**src/rtl/pe_stream_ctrl.sv**
```systemverilog
// Sequences one PE through a row job: config load, filter/ifmap/ipsum streaming
// from the local buffer through a 2-entry read FIFO, and opsum write-back.
module pe_stream_ctrl #(
    parameter int ADDR_W      = 12,
    parameter int DATA_BITS   = 32,
    parameter int CONFIG_SIZE = 13
) (
    input  logic                   clk,
    input  logic                   rst,
    input  logic                   start,
    input  logic [CONFIG_SIZE-1:0] cfg,
    input  logic [ADDR_W-1:0]      filter_base,
    input  logic [ADDR_W-1:0]      ifmap_base,
    input  logic [ADDR_W-1:0]      ipsum_base,
    input  logic [ADDR_W-1:0]      opsum_base,
    output logic                   busy,
    output logic                   done,
    output logic                   mem_rd_en,
    output logic [ADDR_W-1:0]      mem_rd_addr,
    input  logic [DATA_BITS-1:0]   mem_rd_data,
    output logic                   mem_wr_en,
    output logic [ADDR_W-1:0]      mem_wr_addr,
    output logic [DATA_BITS-1:0]   mem_wr_data,
    output logic                   pe_en,
    output logic [CONFIG_SIZE-1:0] pe_config,
    output logic [DATA_BITS-1:0]   pe_data,
    output logic                   pe_filter_valid,
    output logic                   pe_ifmap_valid,
    output logic                   pe_ipsum_valid,
    input  logic                   pe_filter_ready,
    input  logic                   pe_ifmap_ready,
    input  logic                   pe_ipsum_ready,
    input  logic [DATA_BITS-1:0]   pe_opsum,
    input  logic                   pe_opsum_valid,
    output logic                   pe_opsum_ready
);

    typedef enum logic [2:0] {
        ST_IDLE   = 3'd0,
        ST_CFG    = 3'd1,
        ST_FILTER = 3'd2,
        ST_IFMAP  = 3'd3,
        ST_IPSUM  = 3'd4,
        ST_OPSUM  = 3'd5,
        ST_DONE   = 3'd6
    } state_t;

    state_t                 state_r, state_s;
    logic [CONFIG_SIZE-1:0] cfg_r;
    logic [ADDR_W-1:0]      filter_base_r, ifmap_base_r, ipsum_base_r, opsum_base_r;
    logic [ADDR_W-1:0]      flt_ptr_r, ifm_ptr_r, ips_ptr_r, ops_ptr_r;
    logic [5:0]             col_cnt_r, issued_r, popped_r;
    logic [2:0]             opsum_cnt_r;
    logic                   inflight_r;
    logic [DATA_BITS-1:0]   fifo_r [2];
    logic                   fifo_wr_idx_r, fifo_rd_idx_r;
    logic [1:0]             fifo_cnt_r;

    logic [2:0]        p_s, q_s, rs_s, n_psum_s;
    logic [1:0]        u_s;
    logic [5:0]        n_flt_s, n_col_s, phase_len_s;
    logic              streaming_s, stream_ready_s, head_valid_s;
    logic              accept_s, issue_s, pop_s, last_pop_s, wr_s, last_wr_s, last_col_s;
    logic [ADDR_W-1:0] rd_addr_s;

    // Derived job geometry; every field is stored as value-1.
    assign p_s      = {1'b0, cfg_r[8:7]} + 3'd1;
    assign q_s      = {1'b0, cfg_r[1:0]} + 3'd1;
    assign rs_s     = {1'b0, cfg_r[11:10]} + 3'd1;
    assign u_s      = {1'b0, cfg_r[9]} + 2'd1;
    assign n_flt_s  = {3'b000, p_s} * {3'b000, rs_s};
    assign n_psum_s = cfg_r[12] ? q_s : p_s;
    assign n_col_s  = {1'b0, cfg_r[6:2]} + 6'd1;

    assign accept_s     = (state_r == ST_IDLE) && start;
    assign issue_s      = streaming_s && (issued_r < phase_len_s) &&
                          (({1'b0, fifo_cnt_r} + {2'b00, inflight_r}) < 3'd2);
    assign head_valid_s = streaming_s && (fifo_cnt_r != 2'd0);
    assign pop_s        = head_valid_s && stream_ready_s;
    assign last_pop_s   = pop_s && (popped_r == (phase_len_s - 6'd1));
    assign wr_s         = (state_r == ST_OPSUM) && pe_opsum_valid;
    assign last_wr_s    = wr_s && (opsum_cnt_r == (n_psum_s - 3'd1));
    assign last_col_s   = (col_cnt_r == (n_col_s - 6'd1));

    // Phase decode: active stream, its length, read address and PE readiness.
    always_comb begin
        streaming_s    = 1'b0;
        phase_len_s    = 6'd0;
        rd_addr_s      = '0;
        stream_ready_s = 1'b0;
        case (state_r)
            ST_FILTER: begin
                streaming_s    = 1'b1;
                phase_len_s    = n_flt_s;
                rd_addr_s      = filter_base_r + flt_ptr_r;
                stream_ready_s = pe_filter_ready;
            end
            ST_IFMAP: begin
                streaming_s    = 1'b1;
                phase_len_s    = (col_cnt_r == 6'd0) ? {3'b000, rs_s} : {4'b0000, u_s};
                rd_addr_s      = ifmap_base_r + ifm_ptr_r;
                stream_ready_s = pe_ifmap_ready;
            end
            ST_IPSUM: begin
                streaming_s    = 1'b1;
                phase_len_s    = {3'b000, n_psum_s};
                rd_addr_s      = ipsum_base_r + ips_ptr_r;
                stream_ready_s = pe_ipsum_ready;
            end
            default: begin
                streaming_s = 1'b0;
            end
        endcase
    end

    // Next-state logic; phases only advance on their final pop or write.
    always_comb begin
        state_s = state_r;
        case (state_r)
            ST_IDLE:   state_s = start ? ST_CFG : ST_IDLE;
            ST_CFG:    state_s = ST_FILTER;
            ST_FILTER: state_s = last_pop_s ? ST_IFMAP : ST_FILTER;
            ST_IFMAP:  state_s = last_pop_s ? ST_IPSUM : ST_IFMAP;
            ST_IPSUM:  state_s = last_pop_s ? ST_OPSUM : ST_IPSUM;
            ST_OPSUM: begin
                if (last_wr_s) begin
                    state_s = last_col_s ? ST_DONE : ST_IFMAP;
                end else begin
                    state_s = ST_OPSUM;
                end
            end
            ST_DONE:   state_s = ST_IDLE;
            default:   state_s = ST_IDLE;
        endcase
    end

    // Address/data outputs are zeroed when their strobe is low.
    assign busy            = (state_r != ST_IDLE);
    assign done            = (state_r == ST_DONE);
    assign pe_en           = (state_r == ST_CFG);
    assign pe_config       = cfg_r;
    assign mem_rd_en       = issue_s;
    assign mem_rd_addr     = issue_s ? rd_addr_s : '0;
    assign pe_data         = head_valid_s ? fifo_r[fifo_rd_idx_r] : '0;
    assign pe_filter_valid = head_valid_s && (state_r == ST_FILTER);
    assign pe_ifmap_valid  = head_valid_s && (state_r == ST_IFMAP);
    assign pe_ipsum_valid  = head_valid_s && (state_r == ST_IPSUM);
    assign pe_opsum_ready  = (state_r == ST_OPSUM);
    assign mem_wr_en       = wr_s;
    assign mem_wr_addr     = wr_s ? (opsum_base_r + ops_ptr_r) : '0;
    assign mem_wr_data     = wr_s ? pe_opsum : '0;

    // State register.
    always_ff @(posedge clk or posedge rst) begin
        if (rst) begin
            state_r <= ST_IDLE;
        end else begin
            state_r <= state_s;
        end
    end

    // Job latch: config and region bases change only when a start is accepted.
    always_ff @(posedge clk or posedge rst) begin
        if (rst) begin
            cfg_r         <= '0;
            filter_base_r <= '0;
            ifmap_base_r  <= '0;
            ipsum_base_r  <= '0;
            opsum_base_r  <= '0;
        end else if (accept_s) begin
            cfg_r         <= cfg;
            filter_base_r <= filter_base;
            ifmap_base_r  <= ifmap_base;
            ipsum_base_r  <= ipsum_base;
            opsum_base_r  <= opsum_base;
        end
    end

    // Region pointers run continuously over the job; phase counters restart per phase.
    always_ff @(posedge clk or posedge rst) begin
        if (rst) begin
            flt_ptr_r   <= '0;
            ifm_ptr_r   <= '0;
            ips_ptr_r   <= '0;
            ops_ptr_r   <= '0;
            col_cnt_r   <= 6'd0;
            issued_r    <= 6'd0;
            popped_r    <= 6'd0;
            opsum_cnt_r <= 3'd0;
        end else if (accept_s) begin
            flt_ptr_r   <= '0;
            ifm_ptr_r   <= '0;
            ips_ptr_r   <= '0;
            ops_ptr_r   <= '0;
            col_cnt_r   <= 6'd0;
            issued_r    <= 6'd0;
            popped_r    <= 6'd0;
            opsum_cnt_r <= 3'd0;
        end else begin
            if (issue_s) begin
                case (state_r)
                    ST_FILTER: flt_ptr_r <= flt_ptr_r + ADDR_W'(1);
                    ST_IFMAP:  ifm_ptr_r <= ifm_ptr_r + ADDR_W'(1);
                    ST_IPSUM:  ips_ptr_r <= ips_ptr_r + ADDR_W'(1);
                    default:   flt_ptr_r <= flt_ptr_r;
                endcase
            end
            if (last_pop_s) begin
                issued_r <= 6'd0;
                popped_r <= 6'd0;
            end else begin
                issued_r <= issued_r + {5'd0, issue_s};
                popped_r <= popped_r + {5'd0, pop_s};
            end
            if (wr_s) begin
                ops_ptr_r   <= ops_ptr_r + ADDR_W'(1);
                opsum_cnt_r <= last_wr_s ? 3'd0 : (opsum_cnt_r + 3'd1);
            end
            if (last_wr_s) begin
                col_cnt_r <= col_cnt_r + 6'd1;
            end
        end
    end

    // Read-data FIFO: data lands one cycle after the request, head pops on handshake.
    always_ff @(posedge clk or posedge rst) begin
        if (rst) begin
            fifo_r[0]     <= '0;
            fifo_r[1]     <= '0;
            fifo_wr_idx_r <= 1'b0;
            fifo_rd_idx_r <= 1'b0;
            fifo_cnt_r    <= 2'd0;
            inflight_r    <= 1'b0;
        end else begin
            inflight_r <= issue_s;
            if (inflight_r) begin
                fifo_r[fifo_wr_idx_r] <= mem_rd_data;
                fifo_wr_idx_r         <= ~fifo_wr_idx_r;
            end
            if (pop_s) begin
                fifo_rd_idx_r <= ~fifo_rd_idx_r;
            end
            case ({inflight_r, pop_s})
                2'b10:   fifo_cnt_r <= fifo_cnt_r + 2'd1;
                2'b01:   fifo_cnt_r <= fifo_cnt_r - 2'd1;
                default: fifo_cnt_r <= fifo_cnt_r;
            endcase
        end
    end

endmodule

```
**config.mk**
```make
export PLATFORM = sky130hd
export DESIGN_NAME = pe_stream_ctrl
export DESIGN_NICKNAME = d
export VERILOG_FILES = /design/src/rtl/pe_stream_ctrl.sv
export SDC_FILE = /design/constraint.sdc
export NUM_CORES = 1
export LEC_CHECK = 0
export CORE_AREA = 2 2 167 169
export CTS_CLUSTER_SIZE = 40
export DETAILED_ROUTE_END_ITERATION = 12
export DIE_AREA = 0 0 169 171
export GPL_ROUTABILITY_DRIVEN = 0
export PLACE_DENSITY = 0.7
export SYNTH_ARGS = -nofsm -noshare
export SYNTH_HDL_FRONTEND = slang
export SYNTH_SLANG_ARGS = --single-unit
```
**constraint.sdc**
```tcl
create_clock -name clk -period 10.4 [get_ports clk]
set_clock_uncertainty 0.2 [all_clocks]
set_input_delay 2.08 -clock clk [delete_from_list [all_inputs] [get_ports clk]]
set_output_delay 2.08 -clock clk [all_outputs]
set_load 0.03 [all_outputs]
```
==> results of run 1 <==
[cells by family (layout without fill, tap and decap cells)]
group / Yosys count / in the layout / synth area share (%)
AOI/OAI and AO/OA: 142 / 142 / 7.95
DFF: 202 / 202 / 42.2
adders and majority gates: 77 / 77 / 8.42
muxes: 108 / 108 / 9.73
xor gates and xnor gates: 107 / 107 / 7.83
and+or+nand+nor: 542 / 542 / 21.3
buffers and inverters: 72 / 309 / 2.53
[cell usage after synthesis (all sizes together) (4+ instances only)]
library cell	instances
a211oi	6
a21o	17
a21oi	40
a22oi	6
a31oi	5
and2	45
and3	11
buf	18
clkbuf	35
dfrtp	202
fa	6
ha	71
inv	19
mux2	67
mux2i	41
nand2	240
nand2b	4
nand3	26
nand4	16
nor2	134
nor2b	7
nor3	21
nor4	16
o21ai	32
o22ai	5
or3	6
xnor2	66
xor2	41
[cell type report]
class / instances / area (um2) / share of cell area, %
sequential: 202 / 5060 / 32.7
timing repair buffer: 250 / 2480 / 16.0
multi-input combinational: 976 / 6640 / 42.9
inverter: 19 / 78.8 / 0.509
clock buffer: 31 / 656 / 4.24
tap: 346 / 433 / 2.80
clock inverter: 9 / 126 / 0.817
[sequential cells by signal, summed over array words and instances (netlist names), 2 cells and up]
register	flops
ifmap_base_r	12
ifm_ptr_r	12
ipsum_base_r	12
opsum_cnt_r	3
filter_base_r	12
issued_r	6
state_r	3
flt_ptr_r	12
ops_ptr_r	12
fifo_r	64
pe_config	13
popped_r	6
ips_ptr_r	12
opsum_base_r	12
fifo_cnt_r	2
col_cnt_r	6
[through the flow]
step / hold slack, ns / cell area (um2) / total power, uW / setup WS [ns] / utilization, %
after global routing: 0.314 / 15500 / 5240 / 2.47 / 56.6
after global placement: 0.272 / 14700 / 4020 / 3.35 / 53.8
after CTS: 0.290 / 15500 / 4940 / 2.66 / 56.6
after detailed placement: 0.273 / 14700 / 4070 / 3.21 / 53.8
final: 0.286 / 15500 / 4910 / 2.63 / 56.6
after floorplan: 0.252 / 12000 / 3220 / 2.61 / -
[worst max-delay path by stage]
stage               slack, ns                startpoint                  endpoint  depth (start not counted)
CTS                      2.66  pe_config[7]$_DFFE_PP0P_            mem_rd_addr[4]                         17
detailed placement       3.21  pe_config[7]$_DFFE_PP0P_            mem_rd_addr[4]                         17
floorplan                2.61                       rst  col_cnt_r[0]$_DFFE_PP0P_                          1
finish                   2.63  pe_config[7]$_DFFE_PP0P_            mem_rd_addr[4]                         17
global placement         3.35  pe_config[7]$_DFFE_PP0P_            mem_rd_addr[4]                         17
global route             2.47  pe_config[7]$_DFFE_PP0P_            mem_rd_addr[4]                         17
[routing by layer]
metal	up-vias	share of wire (%)
li1	4725	-
met1	4651	43
met2	292	49
met3	53	5.4
met4	0	2.8
met5	-	0
[power by group]
part,switching (uW),leakage (uW),internal (uW)
clock,327,0.000385,515
sequential,328,0.00251,1120
combinational,1450,0.00412,1170
[worst max-delay path: stages (launching register included)]
cell,delay [ns]
dfrtp_1,0.48
ha_1,0.39
and2_1,0.19
fa_1,0.45
ha_1,0.24
fa_1,0.39
xor2_1,0.29
nand2_1,0.14
ha_1,0.30
o21a_1,0.12
nor2_1,0.05
a21oi_4,0.11
buf_4,0.44
inv_1,0.26
nand2_1,0.17
nor2_1,0.06
a221o_1,0.28
clkdlybuf4s50_1,0.60
==> flow_summary.yaml, run 1 <==
run_status:
  status: "completed"
placement:
  hpwlAfterDp_mm: 22.4
  dp_cells: 1793
  io_buffers: 241
clock_network:
  clockRootBuffer: "clkbuf_16"
  cts_max_level: 1
  cts_tree: "done"
  numCtsBuffers: 23
  cts_setup_buffers: 0
  clockBufferDepth: 3
  clk_pin_slew_ns: 0.06
  clkLatencyLatePin_ns: 0.51
  holdBufCountCts: 0
  postCtsResizedCells: 0
  numClockSinks: 202
floorplanning:
  die_w_um: 169
  rows: 61
  start_util_pct: 43.8
  core_mm2: 0.0273
  fp.dieH_um: 171
  io_pins: 242
  die_area_mm2: 0.0289
setup_path:
  cp.required_ns: 8.12
  worstSetupEndpointType: "output port"
  reg2regPathDepth: 18
  r2r_end: "issued_r[4]$_DFF_PP0_"
  reg2reg_slack_ns: 5.35
  worstSetupStartpointType: "flop"
  cp_max_fo: 39
  worstReg2RegStart: "pe_config[7]$_DFFE_PP0P_"
  arrival_ns: 5.49
  path_class: "flop to output port"
global_routing:
  use_met1_pct: 26.6
  grt_pass1_wl_mm: 49.7
  grt_start_max_net_pins: 102
  grt_pass1_vias: 9850
  grtUsageMet2_pct: 37.9
  busiest_layer: "met2"
  grt_use_met3_pct: 3.35
  grtUsageTotal_pct: 21.2
  antenna_found_initial: 0
  gr-total-overflow: 0
final_layout:
  fillers: 2439
  mostFrequentLayoutCells: "clkdlybuf4s50_1 (241), nand2_1 (239), dfrtp_1 (201)"
  mostFrequentLayoutCell: "clkdlybuf4s50_1"
  syn2layout_area_growth_pct: 29.2
  diodes: 0
  drive_above_1_share_pct: 9.75
  stdcell_count: 1833
  nets: 1681
yosys:
  synth-edff-count: 0
  yosysSeqAreaShare_pct: 42.2
  ys_ff_latch: 202
  syn_area_mm2: 0.0120
  ys_warn_count: 0
  synth.area.top_cells: "dfrtp_1 (42%), nand2_1 (7.5%), ha_1 (7.4%), mux2_2 (6.3%), xnor2_1 (4.8%)"
  synthArstFlopShare_pct: 100
  synth.avg_cell_area_um2: 9.58
  yosysTopAreaCellShare_pct: 42.2
  synth_cells: 1250
  post-synth-top-area-cell: "dfrtp_1"
  synth_ff_type: "dfrtp_1"
  synthesis.nets: 1459
  ys_types: 68
sta:
  setup_viol: 0
  tightest_slew_ns: 1.01
  relSlewSlack_pct: 32.9
  fin_crit_sh_pct: 74.7
  tns_ns: 0
  slew_viol_final: 0
  fmax_ghz: 0.129
  rsz0062_at_grt: "no"
  post-route-min-period_ns: 7.77
  hold_viol_final: 0
pwr:
  p_per_area_mw_per_mm2: 317
  leakage_uw: 0.00702
  ir_drop_mv: 0.131
hold_path:
  min_from: "opsum_base_r[3]$_DFFE_PP0P_"
  whs_path_depth: 2
  hold_path_end: "opsum_base_r[3]$_DFFE_PP0P_"
  worstHoldPathType: "flop to flop"
run:
  cap_violations: 0
detailed_routing:
  drc: 0
  via_per_inst: 5.30
  totalWireLength_mm: 30.9
  dr.pass1.iters: 5
  dr_total_vias: 9721
  postRouteAntennaNets: 0
  drt_iter0_drc: 510
  wl_per_cell_um: 16.8
No activity file was read; power rests on OpenSTA's default activity.
==> inputs of run 2 (changes only) <==
clock period = 8.1 ns   (was 10.4 ns; I/O delays follow)
==> flow_summary.yaml, run 2 (synthesis results as in run 1) <==
run:
  cap_violations: 0
placement:
  io_buffers: 241
  place_area_mm2: 0.0147
  dp_cells: 1792
  hpwlAfterDp_mm: 22.4
  dpl_worst_slack_ns: 1.45
global_routing:
  grt_pass1_wl_mm: 49.8
  antenna_found_initial: 0
  grt_start_max_net_pins: 147
  grt_pass1_vias: 9728
  grtUsageTotal_pct: 21.2
  gr-total-overflow: 0
floorplanning:
  fp.dieH_um: 171
  rows: 61
  core_mm2: 0.0273
  die_area_mm2: 0.0289
  start_util_pct: 43.8
  io_pins: 242
  die_w_um: 169
detailed_routing:
  totalWireLength_mm: 30.7
  postRouteAntennaNets: 0
  via_per_inst: 5.27
  wl_per_cell_um: 16.8
  dr_total_vias: 9663
  drc: 0
  dr.pass1.iters: 5
  drt_iter0_drc: 572
clock_network:
  cts_max_level: 1
  postCtsResizedCells: 0
  cts_tree: "done"
  clkLatencyLatePin_ns: 0.51
  clockRootBuffer: "clkbuf_16"
  holdBufCountCts: 0
  clockBufferDepth: 3
  numCtsBuffers: 23
  clk_pin_slew_ns: 0.06
  numClockSinks: 202
  cts_setup_buffers: 0
setup_path:
  worstSetupStartpointType: "flop"
  reg2reg_slack_ns: 3.15
  worstSetupEndpointType: "output port"
  arrival_ns: 5.40
  critPathSlowestCell: "clkdlybuf4s50_1"
  reg2regPathDepth: 17
  cp_max_fo: 21
  cp.required_ns: 6.28
  worstReg2RegStart: "pe_config[7]$_DFFE_PP0P_"
  crit_chain: "ha_1 > and2_1 > fa_1 > ha_1 > fa_1 > xor2_1 > nand2_1 > ha_1 > o21a_1 > nor2_1 > a21oi_4 > buf_4 > nor2_1 > nand2_1 > nand2_1 > clkdlybuf4s50_1"
  r2r_end: "issued_r[4]$_DFF_PP0_"
  slowest_delay_ns: 0.60
  path_class: "flop to output port"
sta:
  slew_viol_final: 0
  rsz0062_at_grt: "no"
  relSlewSlack_pct: 29.0
  tightest_slew_ns: 1.07
  fmax_ghz: 0.139
  fin_crit_sh_pct: 89.1
  setup_viol: 0
  hold_viol_final: 0
  post-route-min-period_ns: 7.22
  tns_ns: 0
  setup_ws_ns: 0.883
final_layout:
  finalInstanceArea_mm2: 0.0154
  stdcell_count: 1834
  mostFrequentLayoutCell: "clkdlybuf4s50_1"
  nets: 1680
  final_util_pct: 56.4
  top_register: "fifo_r"
  fillers: 2422
  mostFrequentLayoutCells: "clkdlybuf4s50_1 (241), nand2_1 (239), dfrtp_1 (201)"
  syn2layout_area_growth_pct: 28.8
  diodes: 0
  drive_above_1_share_pct: 9.74
  largest_reg_flops: 64
hold_path:
  hold_path_end: "ifmap_base_r[10]$_DFFE_PP0P_"
  min_from: "ifmap_base_r[10]$_DFFE_PP0P_"
  whs_path_depth: 2
  worstHoldPathType: "flop to flop"
pwr:
  ir_drop_mv: 0.217
  p_per_area_mw_per_mm2: 406
  leakage_uw: 0.00698
run_status:
  status: "completed"
[run 2: cell types whose count changed in the layout (fill, tap and decap cells not counted), sizes merged]
cell	change
clkinvlp	+3
bufinv	-2
buf	-1
clkbuf	-1
clkinv	+1
inv	+1
[run 2: how the worst max path moves through the flow]
stage / from / to / slack (ns) / cells past startpoint
after floorplan: rst / col_cnt_r[0]$_DFFE_PP0P_ / 0.77 / 1
after global placement: pe_config[7]$_DFFE_PP0P_ / mem_rd_addr[0] / 1.52 / 16
after detailed placement: pe_config[7]$_DFFE_PP0P_ / mem_rd_addr[0] / 1.45 / 16
after CTS: pe_config[7]$_DFFE_PP0P_ / mem_rd_addr[0] / 0.90 / 16
after global routing: pe_config[7]$_DFFE_PP0P_ / mem_rd_addr[0] / 0.63 / 16
final: pe_config[7]$_DFFE_PP0P_ / mem_rd_addr[0] / 0.88 / 16
[run 2: metrics by stage]
stage	power, uW	hold WS (ns)
final	6250	0.284
after global routing	6680	0.315
after CTS	6290	0.290
after detailed placement	5240	0.269
after global placement	5170	0.270
after floorplan	4130	0.252
[run 2: report_power, final]
part           total, uW  leakage (uW)  switching [uW]  internal (uW)
Sequential          1860       0.00251             423           1430
Combinational       3380       0.00411            1870           1510
Clock               1020      0.000353             431            586
Total               6250       0.00698            2720           3530
[run 2: routing by layer]
metal / GRT usage, % / wire (um)
met2: 37.2 / 14800
met1: 26.9 / 13200
met5: 0 / 0
met4: 6.21 / 875
met3: 3.72 / 1850
[run 2: area by class of cell]
| class | count | area [um2] | share of cell area, % |
|---|---|---|---|
| multi-input cells | 976 | 6640 | 43.1 |
| inverters | 19 | 78.8 | 0.511 |
| clock buffers | 30 | 632 | 4.10 |
| well taps | 346 | 433 | 2.81 |
| flip-flops and latches | 202 | 5060 | 32.8 |
| clock inverters | 12 | 106 | 0.690 |
| repair buffers | 249 | 2470 | 16.0 |
[run 2: critical path, delay by kind of cell, from the launching register on]
kind | cells | cell delay [ns]
adders and majority gates | 5 | 1.75
buffers and inverters | 2 | 1.01
and+or+nand+nor | 6 | 0.74
AOI/OAI and AO/OA | 2 | 0.65
DFF | 1 | 0.47
xor gates and xnor gates | 1 | 0.26
